$ cat config.mk
export PLATFORM = sky130hd
export DESIGN_NAME = count_monitor
export DESIGN_NICKNAME = d
export VERILOG_FILES = /design/src/rtl/count_monitor.sv
export SDC_FILE = /design/constraint.sdc
export NUM_CORES = 1
export LEC_CHECK = 0
export ABC_AREA = 1
export CAP_MARGIN = 20
export CORE_ASPECT_RATIO = 0.6
export CORE_MARGIN = 10
export CORE_UTILIZATION = 35
export DETAILED_ROUTE_END_ITERATION = 6
export GPL_ROUTABILITY_DRIVEN = 0
export GPL_TIMING_DRIVEN = 1
export PLACE_DENSITY = 0.6
export SETUP_SLACK_MARGIN = 0.4
export SLEW_MARGIN = 10
export SYNTH_ARGS = -nofsm -noshare
export SYNTH_HDL_FRONTEND = slang
export SYNTH_SLANG_ARGS = --single-unit
$ cat constraint.sdc
create_clock -name clk -period 2.8 [get_ports clk]
set_clock_uncertainty 0.2 [all_clocks]
set_input_delay 0.56 -clock clk [delete_from_list [all_inputs] [get_ports clk]]
set_output_delay 0.56 -clock clk [all_outputs]
set_load 0.05 [all_outputs]
$ cat src/rtl/count_monitor.sv
// count_monitor: sequence checker for a free-running counter bus.
// Each clock it registers the observed count and checks that it advanced by
// exactly one (modulo 2^WIDTH). A zero is accepted as a counter restart.
// It reports lock status, one-cycle event pulses and saturating statistics.
module count_monitor #(
    parameter int WIDTH  = 32,
    parameter int LOCK_N = 2,
    parameter int ERRW   = 16
) (
    input  logic             clk,
    input  logic             rstn,
    input  logic [WIDTH-1:0] cnt,
    input  logic             clr,
    output logic             locked,
    output logic             err,
    output logic             rst_evt,
    output logic             wrap,
    output logic [ERRW-1:0]  err_cnt,
    output logic [ERRW-1:0]  rst_cnt
);

    typedef enum logic {
        UNLOCKED = 1'b0,
        LOCKED   = 1'b1
    } state_t;

    localparam logic [3:0]      LOCK_RUN = 4'(LOCK_N);
    localparam logic [ERRW-1:0] STAT_MAX = '1;

    state_t          state;
    state_t          state_nx;
    logic [WIDTH-1:0] cnt_q;
    logic            primed;
    logic [3:0]      run;
    logic [3:0]      run_nx;

    logic            is_inc;
    logic            is_wrap;
    logic            is_zero;
    logic            is_bad;

    logic            err_nx;
    logic            rst_evt_nx;
    logic            wrap_nx;
    logic [ERRW-1:0] err_cnt_nx;
    logic [ERRW-1:0] rst_cnt_nx;

    // Lock status is the state register itself, so it is registered.
    assign locked = (state == LOCKED);

    // Classify the current sample against the previous one (INC, ZERO, BAD).
    always_comb begin
        is_inc  = 1'b0;
        is_wrap = 1'b0;
        is_zero = 1'b0;
        is_bad  = 1'b0;
        if (primed) begin
            is_inc  = (cnt == cnt_q + WIDTH'(1));
            is_wrap = is_inc && (cnt == '0);
            is_zero = !is_inc && (cnt == '0);
            is_bad  = !is_inc && !is_zero;
        end
    end

    // Next-state, run counter and event pulse decode.
    always_comb begin
        state_nx   = state;
        run_nx     = run;
        err_nx     = 1'b0;
        rst_evt_nx = 1'b0;
        wrap_nx    = is_wrap;
        unique case (state)
            UNLOCKED: begin
                if (is_inc) begin
                    if (run + 4'd1 == LOCK_RUN) begin
                        state_nx = LOCKED;
                        run_nx   = '0;
                    end else begin
                        run_nx = run + 4'd1;
                    end
                end else if (is_zero || is_bad) begin
                    run_nx = '0;
                end
            end
            LOCKED: begin
                if (is_zero) begin
                    // A zero following a zero is a counter held in reset.
                    rst_evt_nx = (cnt_q != '0);
                end else if (is_bad) begin
                    err_nx   = 1'b1;
                    state_nx = UNLOCKED;
                    run_nx   = '0;
                end
            end
            default: begin
                state_nx = UNLOCKED;
                run_nx   = '0;
            end
        endcase
    end

    // Saturating statistics; clear has priority over a coincident event.
    always_comb begin
        err_cnt_nx = err_cnt;
        rst_cnt_nx = rst_cnt;
        if (clr) begin
            err_cnt_nx = '0;
            rst_cnt_nx = '0;
        end else begin
            if (err_nx && (err_cnt != STAT_MAX)) begin
                err_cnt_nx = err_cnt + ERRW'(1);
            end
            if (rst_evt_nx && (rst_cnt != STAT_MAX)) begin
                rst_cnt_nx = rst_cnt + ERRW'(1);
            end
        end
    end

    // State, sample and registered output update.
    always_ff @(posedge clk or negedge rstn) begin
        if (!rstn) begin
            state   <= UNLOCKED;
            cnt_q   <= '0;
            primed  <= 1'b0;
            run     <= '0;
            err     <= 1'b0;
            rst_evt <= 1'b0;
            wrap    <= 1'b0;
            err_cnt <= '0;
            rst_cnt <= '0;
        end else begin
            state   <= state_nx;
            cnt_q   <= cnt;
            primed  <= 1'b1;
            run     <= run_nx;
            err     <= err_nx;
            rst_evt <= rst_evt_nx;
            wrap    <= wrap_nx;
            err_cnt <= err_cnt_nx;
            rst_cnt <= rst_cnt_nx;
        end
    end

endmodule

**Word-level counts from Yosys, hierarchy flattened**

Index checks and enable logic that the tools add are counted.
Widths: inputs -> output; s select.

- Register bits: 73
- Input port bits: 35
- Output and inout port bits: 36
- Logic and storage cells: 58

- $add $sub $neg: 4
- Equal/unequal tests: 7
- Muxes and demuxes: 24
- Bitwise gates (word level): 1
- Reductions and logical operators: 13

Operator list:

| cell | count |
|---|---|
| $mux 16 | 4 |
| $add 16x1->16 const B | 2 |
| $add 32x1->32 const B | 1 |
| $eq 32x32->1 | 1 |
| $logic_not 32->1 | 1 |
| $ne 16x16->1 const B | 2 |
| $reduce_bool 32->1 | 1 |
| $mux 4 | 5 |
| $mux 1 | 13 |
| $pmux 4 s2 | 1 |
| $logic_and 1x1->1 | 5 |
| $add 4x1->4 const B | 1 |
| $eq 4x2->1 const B | 1 |
| $reduce_bool 2->1 | 2 |
| $ne 3x3->1 const B | 1 |
| $reduce_and 3->1 | 1 |
| $logic_not 1->1 | 2 |
| $ne 2x1->1 const B | 1 |
| $ne 2x2->1 const B | 1 |
| $pmux 1 s2 | 1 |
| $logic_or 1x1->1 | 1 |
| $not 1->1 | 1 |

**Longest topological paths before layout**

- Word-level depth: 13
- Depth in mapped cells: 20
- Mapped depth without buffers: 19

**Worst setup path after synthesis**

No wires, ideal clock.

- Kind: reg2reg
- Start: register rst_cnt[0]
- End: register rst_cnt[10]
- Setup time: 119 ps
- Arrival: 2495 ps
- Data required time: 2481 ps
- Path slack: -14 ps
- Cell stages (with the launch flop): 18
- Path buffers: 1
- Period minus slack after synthesis: 2814 ps
- Path through: dfrtp_1 ha_1 nand2_1 nor2_1 inv_1 nor2_1 nand2_1 inv_1 nand2_1 nor3_1 nand2_1 nor2_1 nand4_1 nand3_4 nand2_4 buf_6 nand2_1 nand2_1

- Word-level cells in the longest chain between the ends: 3
- Elaborated cells on any way between the ends: 6
- Classes of those cells: 1 x add/sub; 1 x eq/ne; 2 x mux; 2 x reduce/logical

Ends and longest elaborated chain:

| item | line | text |
|---|---|---|
| from (decl) | 19 | `output logic [ERRW-1:0] rst_cnt` |
| from (signal assigned) | 140 | `rst_cnt <= rst_cnt_nx;` |
| $add 16x1->16 / $ne 16x16->1 (equally long branches) | 114, 113 |  |
| $mux 16 / $logic_and 1x1->1 (equally long branches) | 113 | `if (rst_evt_nx && (rst_cnt != STAT_MAX)) begin` |
| $mux 16 / $reduce_bool 2->1 (equally long branches) | -- |  |

Several ways; a longest one is shown, not always the timed one. The select of a mux whose other input is x is not followed.
A chain may end at the register's enable or synchronous reset.

**Worst setup path in the final report**

- Start: register cnt_q[0]
- End: register rst_cnt[12]

- Word-level cells in the longest chain between the ends: 9
- Elaborated cells on any way between the ends: 10
- Classes of those cells: 1 x add/sub; 1 x eq/ne; 3 x mux; 5 x reduce/logical

Ends and longest elaborated chain:

| item | line | text |
|---|---|---|
| from (decl) | 32 | `logic [WIDTH-1:0] cnt_q;` |
| from (signal assigned) | 133 | `cnt_q <= cnt;` |
| $add 32x1->32 | 58 | `is_inc = (cnt == cnt_q + WIDTH'(1));` |
| $eq 32x32->1 | 58 |  |
| $logic_not 1->1 | 60 | `is_zero = !is_inc && (cnt == '0);` |
| $logic_and 1x1->1 | 60 |  |
| $mux 1 | 57 | `if (primed) begin` |
| $mux 1 (*) | 86 | `if (is_zero) begin` |
| $mux 1 (*) | 72 | `unique case (state)` |
| $logic_and 1x1->1 (*) | 113 |  |
| $reduce_bool 2->1 (no line) (*) | -- |  |

Mark *: on every way between the ends. The rest lies on a longest branch, timed or not.

==> flow_summary.html <==
<table>
<tr><th>Metric</th><th>Value</th></tr>
<tr><th colspan="2">Setup path</th></tr>
<tr><td>Startpoint-to-endpoint class of the critical path</td><td>reg2reg</td></tr>
<tr><td>Worst setup path startpoint</td><td>cnt_q[0]</td></tr>
<tr><td>Longest individual stage delay on the worst path</td><td>0.41 ns</td></tr>
<tr><td>CP endpoint kind</td><td>flop</td></tr>
<tr><td>Worst EP required</td><td>2.82 ns</td></tr>
<tr><td>Gate family responsible for the most delay along the worst path</td><td>simple AND/OR/NAND/NOR gates</td></tr>
<tr><td>Source of the worst register-to-register timing path</td><td>cnt_q[0]</td></tr>
<tr><td>Sort of element at the start of the critical path</td><td>flop</td></tr>
<tr><td>Cell occurring most often along the worst timing path</td><td>nand2_1</td></tr>
<tr><td>Cell type of the slowest stage on the worst timing path</td><td>dfrtp_2</td></tr>
<tr><td>Maximum fanout encountered on the critical timing path</td><td>15</td></tr>
<tr><td>Bufs and invs on worst path</td><td>2</td></tr>
<tr><td>CP cell instances</td><td>ha_4, nand2_4, nor2_4, buf_12, buf_12, nand3_4, nor2_2, nand2_1, xor2_1, nand2_1, nor2_1, nand3_4, nor2_4, nor2_4, nand3_4, nand2_8, nand2_1, nand2_1</td></tr>
<tr><td>Critical path data arrival time</td><td>2.83 ns</td></tr>
<tr><th colspan="2">Synth</th></tr>
<tr><td>Library cell with the highest instance count after synthesis</td><td>nand2_1</td></tr>
<tr><td>Share of the synthesized area in the top cell type</td><td>36.2%</td></tr>
<tr><td>Leading cell types by total area after synthesis</td><td>dfrtp_1 (36%), nand2_1 (17%), nand3_1 (10%)</td></tr>
<tr><td>Mean cell area of the mapped netlist</td><td>6.80 sq um</td></tr>
<tr><td>Post-Syn Instances</td><td>742</td></tr>
<tr><td>Number of storage elements in the synthesis netlist</td><td>73</td></tr>
<tr><td>Number of unique standard cell types used by synthesis</td><td>38</td></tr>
<tr><td>EDFF count, synth</td><td>0</td></tr>
<tr><td>Commonest cells in the synthesized netlist</td><td>nand2_1 (230), nand3_1 (105), nor2_1 (90)</td></tr>
<tr><td>Number of synthesis warnings</td><td>0</td></tr>
<tr><td>Netlist area before placement</td><td>5050 sq um</td></tr>
<tr><td>Cell type with the highest aggregate area in the netlist</td><td>dfrtp_1</td></tr>
<tr><td>Primary FF master, synth</td><td>dfrtp_1</td></tr>
<tr><td>Register area share after synthesis</td><td>36.2%</td></tr>
<tr><td>Post-Synthesis Net Count</td><td>783</td></tr>
<tr><td>Fraction of synthesis flops using an asynchronous set or reset pin</td><td>100%</td></tr>
<tr><th colspan="2">Route</th></tr>
<tr><td>Remaining design rule violation count</td><td>0</td></tr>
<tr><td>DRT antenna net count</td><td>0</td></tr>
<tr><td>Number of detailed-route iterations in the first pass</td><td>5</td></tr>
<tr><td>Drt via density</td><td>4.84</td></tr>
<tr><td>Routed wire per std cell</td><td>14.7 um</td></tr>
<tr><td>Highest signal layer in the routed design</td><td>met4</td></tr>
<tr><td>Routed via count</td><td>5358</td></tr>
<tr><td>Iteration-0 DRC count of the detailed router</td><td>487</td></tr>
<tr><td>Post-Route WL</td><td>16.3 mm</td></tr>
<tr><td>Wire length on met2</td><td>6.07 mm</td></tr>
<tr><td>Met3 wirelength from detailed routing</td><td>1.24 mm</td></tr>
<tr><td>Detailed-routing wirelength on met1</td><td>8.81 mm</td></tr>
<tr><th colspan="2">Timing</th></tr>
<tr><td>Setup repair after global routing missed its margin</td><td>yes</td></tr>
<tr><td>Transition time of the tightest slew-check pin</td><td>0.588 ns</td></tr>
<tr><td>Fmax</td><td>356 MHz</td></tr>
<tr><td>Endpoints failing setup</td><td>5</td></tr>
<tr><td>Final Critical Period</td><td>2.81 ns</td></tr>
<tr><td>Fin crit share</td><td>100%</td></tr>
<tr><td>Number of failing hold endpoints at the final stage</td><td>0</td></tr>
<tr><td>Pins Over Slew Limit</td><td>0</td></tr>
<tr><td>Relative slew slack</td><td>60.5%</td></tr>
<tr><td>Worst Slack Setup Final</td><td>-0.00898 ns</td></tr>
<tr><th colspan="2">Status</th></tr>
<tr><td>Result of the run</td><td>finished, violations left</td></tr>
<tr><td>Violated checks</td><td>setup timing</td></tr>
<tr><th colspan="2">Clocking</th></tr>
<tr><td>Worst-Skew Late Latency</td><td>0.34 ns</td></tr>
<tr><td>CTS Root Cell</td><td>clkbuf_16</td></tr>
<tr><td>CTS Sinks</td><td>73</td></tr>
<tr><td>Number of clock buffers inserted by TritonCTS</td><td>9</td></tr>
<tr><td>CTS tree</td><td>built</td></tr>
<tr><td>Buffer levels on the longest clock path</td><td>2</td></tr>
<tr><td>Number of H-tree branching levels</td><td>3</td></tr>
<tr><td>Clock edge transition at the registers on the reported setup and hold paths</td><td>0.06 ns</td></tr>
<tr><th colspan="2">Min path</th></tr>
<tr><td>Min-Delay Path Class</td><td>reg2reg</td></tr>
<tr><td>Worst hold path startpoint</td><td>run[3]</td></tr>
<tr><th colspan="2">Layout</th></tr>
<tr><td>Number of diodes</td><td>0</td></tr>
<tr><td>Ratio of cells with drive above 1 in the final layout</td><td>21.8%</td></tr>
<tr><td>Net total in the final layout</td><td>951</td></tr>
<tr><td>Final design instance area without fill</td><td>7450 sq um</td></tr>
<tr><td>Non-filler cells in the finished layout</td><td>1106</td></tr>
<tr><td>Share of the core filled with cells</td><td>53.7%</td></tr>
<tr><td>Synthesis-to-layout area growth</td><td>47.6%</td></tr>
<tr><th colspan="2">Floorplan</th></tr>
<tr><td>Die boundary height</td><td>113 um</td></tr>
<tr><td>Die Area</td><td>19800 sq um</td></tr>
<tr><td>Effective utilization at floorplan</td><td>36.4%</td></tr>
<tr><td>Width of the die</td><td>175 um</td></tr>
<tr><td>Placeable Area</td><td>13900 sq um</td></tr>
<tr><td>Site row count</td><td>33</td></tr>
<tr><td>I/O pin count</td><td>71</td></tr>
<tr><th colspan="2">Pwr</th></tr>
<tr><td>Power per standard cell area</td><td>372 nW/um^2</td></tr>
<tr><td>Worst vdd rail ir drop</td><td>0.223 mV</td></tr>
<tr><td>Total power of the final layout</td><td>2.77 mW</td></tr>
<tr><td>Lkg Pwr</td><td>3.66 nW</td></tr>
<tr><th colspan="2">Global route</th></tr>
<tr><td>GR Util All Layers</td><td>16.3%</td></tr>
<tr><td>First-pass GRT wire length</td><td>26.3 mm</td></tr>
<tr><td>Via count of the first global-routing pass</td><td>4963</td></tr>
<tr><td>Largest net degree at the start of global routing</td><td>43</td></tr>
<tr><td>Antenna violations before repair</td><td>0</td></tr>
<tr><td>Total global routing overflow</td><td>0</td></tr>
<tr><th colspan="2">Placement</th></tr>
<tr><td>Post-placement cell area</td><td>6630 sq um</td></tr>
<tr><td>Count of input and output buffers</td><td>70</td></tr>
<tr><td>Detailed-placement wirelength estimate</td><td>12.4 mm</td></tr>
<tr><td>Instance count after placement with tap cells included</td><td>1075</td></tr>
<tr><th colspan="2">Job</th></tr>
<tr><td>Number of violations of the max-capacitance limit</td><td>0</td></tr>
</table>
## power by group
group / leakage [nW] / switching (mW) / internal, mW
logic: 2.59 / 0.261 / 0.209
registers: 0.934 / 0.0419 / 1.08
clock network: 0.138 / 0.463 / 0.712
## layout by cell type, fill, tap and decap left out, types with 12 or more instances in the layout
cell type | Yosys | layout
buf_4 | 1 | 83
clkdlybuf4s50_1 | 0 | 44
dfrtp_1 | 73 | 67
dlygate4sd2_1 | 0 | 16
inv_1 | 83 | 79
nand2_1 | 230 | 220
nand3_1 | 105 | 86
nand3_2 | 1 | 18
nand4_1 | 15 | 15
nor2_1 | 90 | 72
nor2_2 | 8 | 19
nor3_1 | 15 | 12
nor4_1 | 18 | 17
xnor2_1 | 14 | 14
xor2_1 | 31 | 31
## layer usage
metal | vias to the layer above | global-route usage [%]
met5 | - | 0
met4 | 0 | 3.32
met3 | 14 | 4.78
met2 | 146 | 21.2
met1 | 2467 | 25.3
li1 | 2731 | -
## timing repair
item / 4_1_cts / 5_1_grt
hold endpoints to repair: 31 / 0
resized for setup: 57 / 50
setup endpoints to repair: 56 / 49
setup buffers: 7 / 7
pin swaps: 12 / 11
cloned: 0 / 1
hold buffers: 1 / 0
## per-stage QoR
| step | hold WS [ns] | setup TNS, ns | setup WS [ns] |
|---|---|---|---|
| 3_3_place_gp | 0.310 | -8.17 | -0.409 |
| 3_5_place_dp | 0.312 | -8.34 | -0.304 |
| 2_1_floorplan | 0.0644 | 0 | 0.297 |
| 5_1_grt | 0.354 | -4.07 | -0.147 |
| 6_report | 0.322 | -0.0273 | -0.00898 |
| 4_1_cts | 0.324 | 0 | 0.0322 |
## area by class of cell
class / instances / area (sq um)
fillers: 1366 / 6430
clock buffers: 11 / 243
well taps: 192 / 240
repair buffers: 168 / 1560
flip-flops and latches: 73 / 1830
inverters: 84 / 320
clock inverters: 4 / 53.8
multi-input cells: 574 / 3190
## kinds of logic after synthesis
family / count (synthesis) / synth area share, %
flip-flops: 73 / 36.2
adder cells (fa/ha/maj): 6 / 1.49
AO/OA/AOI/OAI: 17 / 2.06
AND/OR/NAND/NOR: 505 / 44.9
buffers and inverters: 95 / 7.46
other: 1 / 0.0743
XOR/XNOR: 45 / 7.81
## worst min-delay path: stages (launching register included)
cell	delay (ns)
dfrtp_1	0.36
nand3_1	0.08
nand2_1	0.06
## sequential cells by signal, summed over array words and instances, names as in the netlist
| register | cells |
|---|---|
| primed | 1 |
| err_cnt | 16 |
| locked | 1 |
| cnt_q | 32 |
| wrap | 1 |
| run | 4 |
| rst_evt | 1 |
| err | 1 |
| rst_cnt | 16 |
## final timing paths
| path | endpoint | slack [ns] | depth (start not counted) |
|---|---|---|---|
| max | rst_cnt[12] | -0.009 | 18 |
| min | run[3] | 0.32 | 2 |
| max reg2reg | rst_cnt[12] | -0.009 | 18 |
| min reg2reg | run[3] | 0.32 | 2 |
| max in group asynchronous | rst_cnt[0] | 1.28 | 3 |
| min in group asynchronous | cnt_q[15] | 0.51 | 2 |
Note: power is estimated with default switching activity, not from simulation.
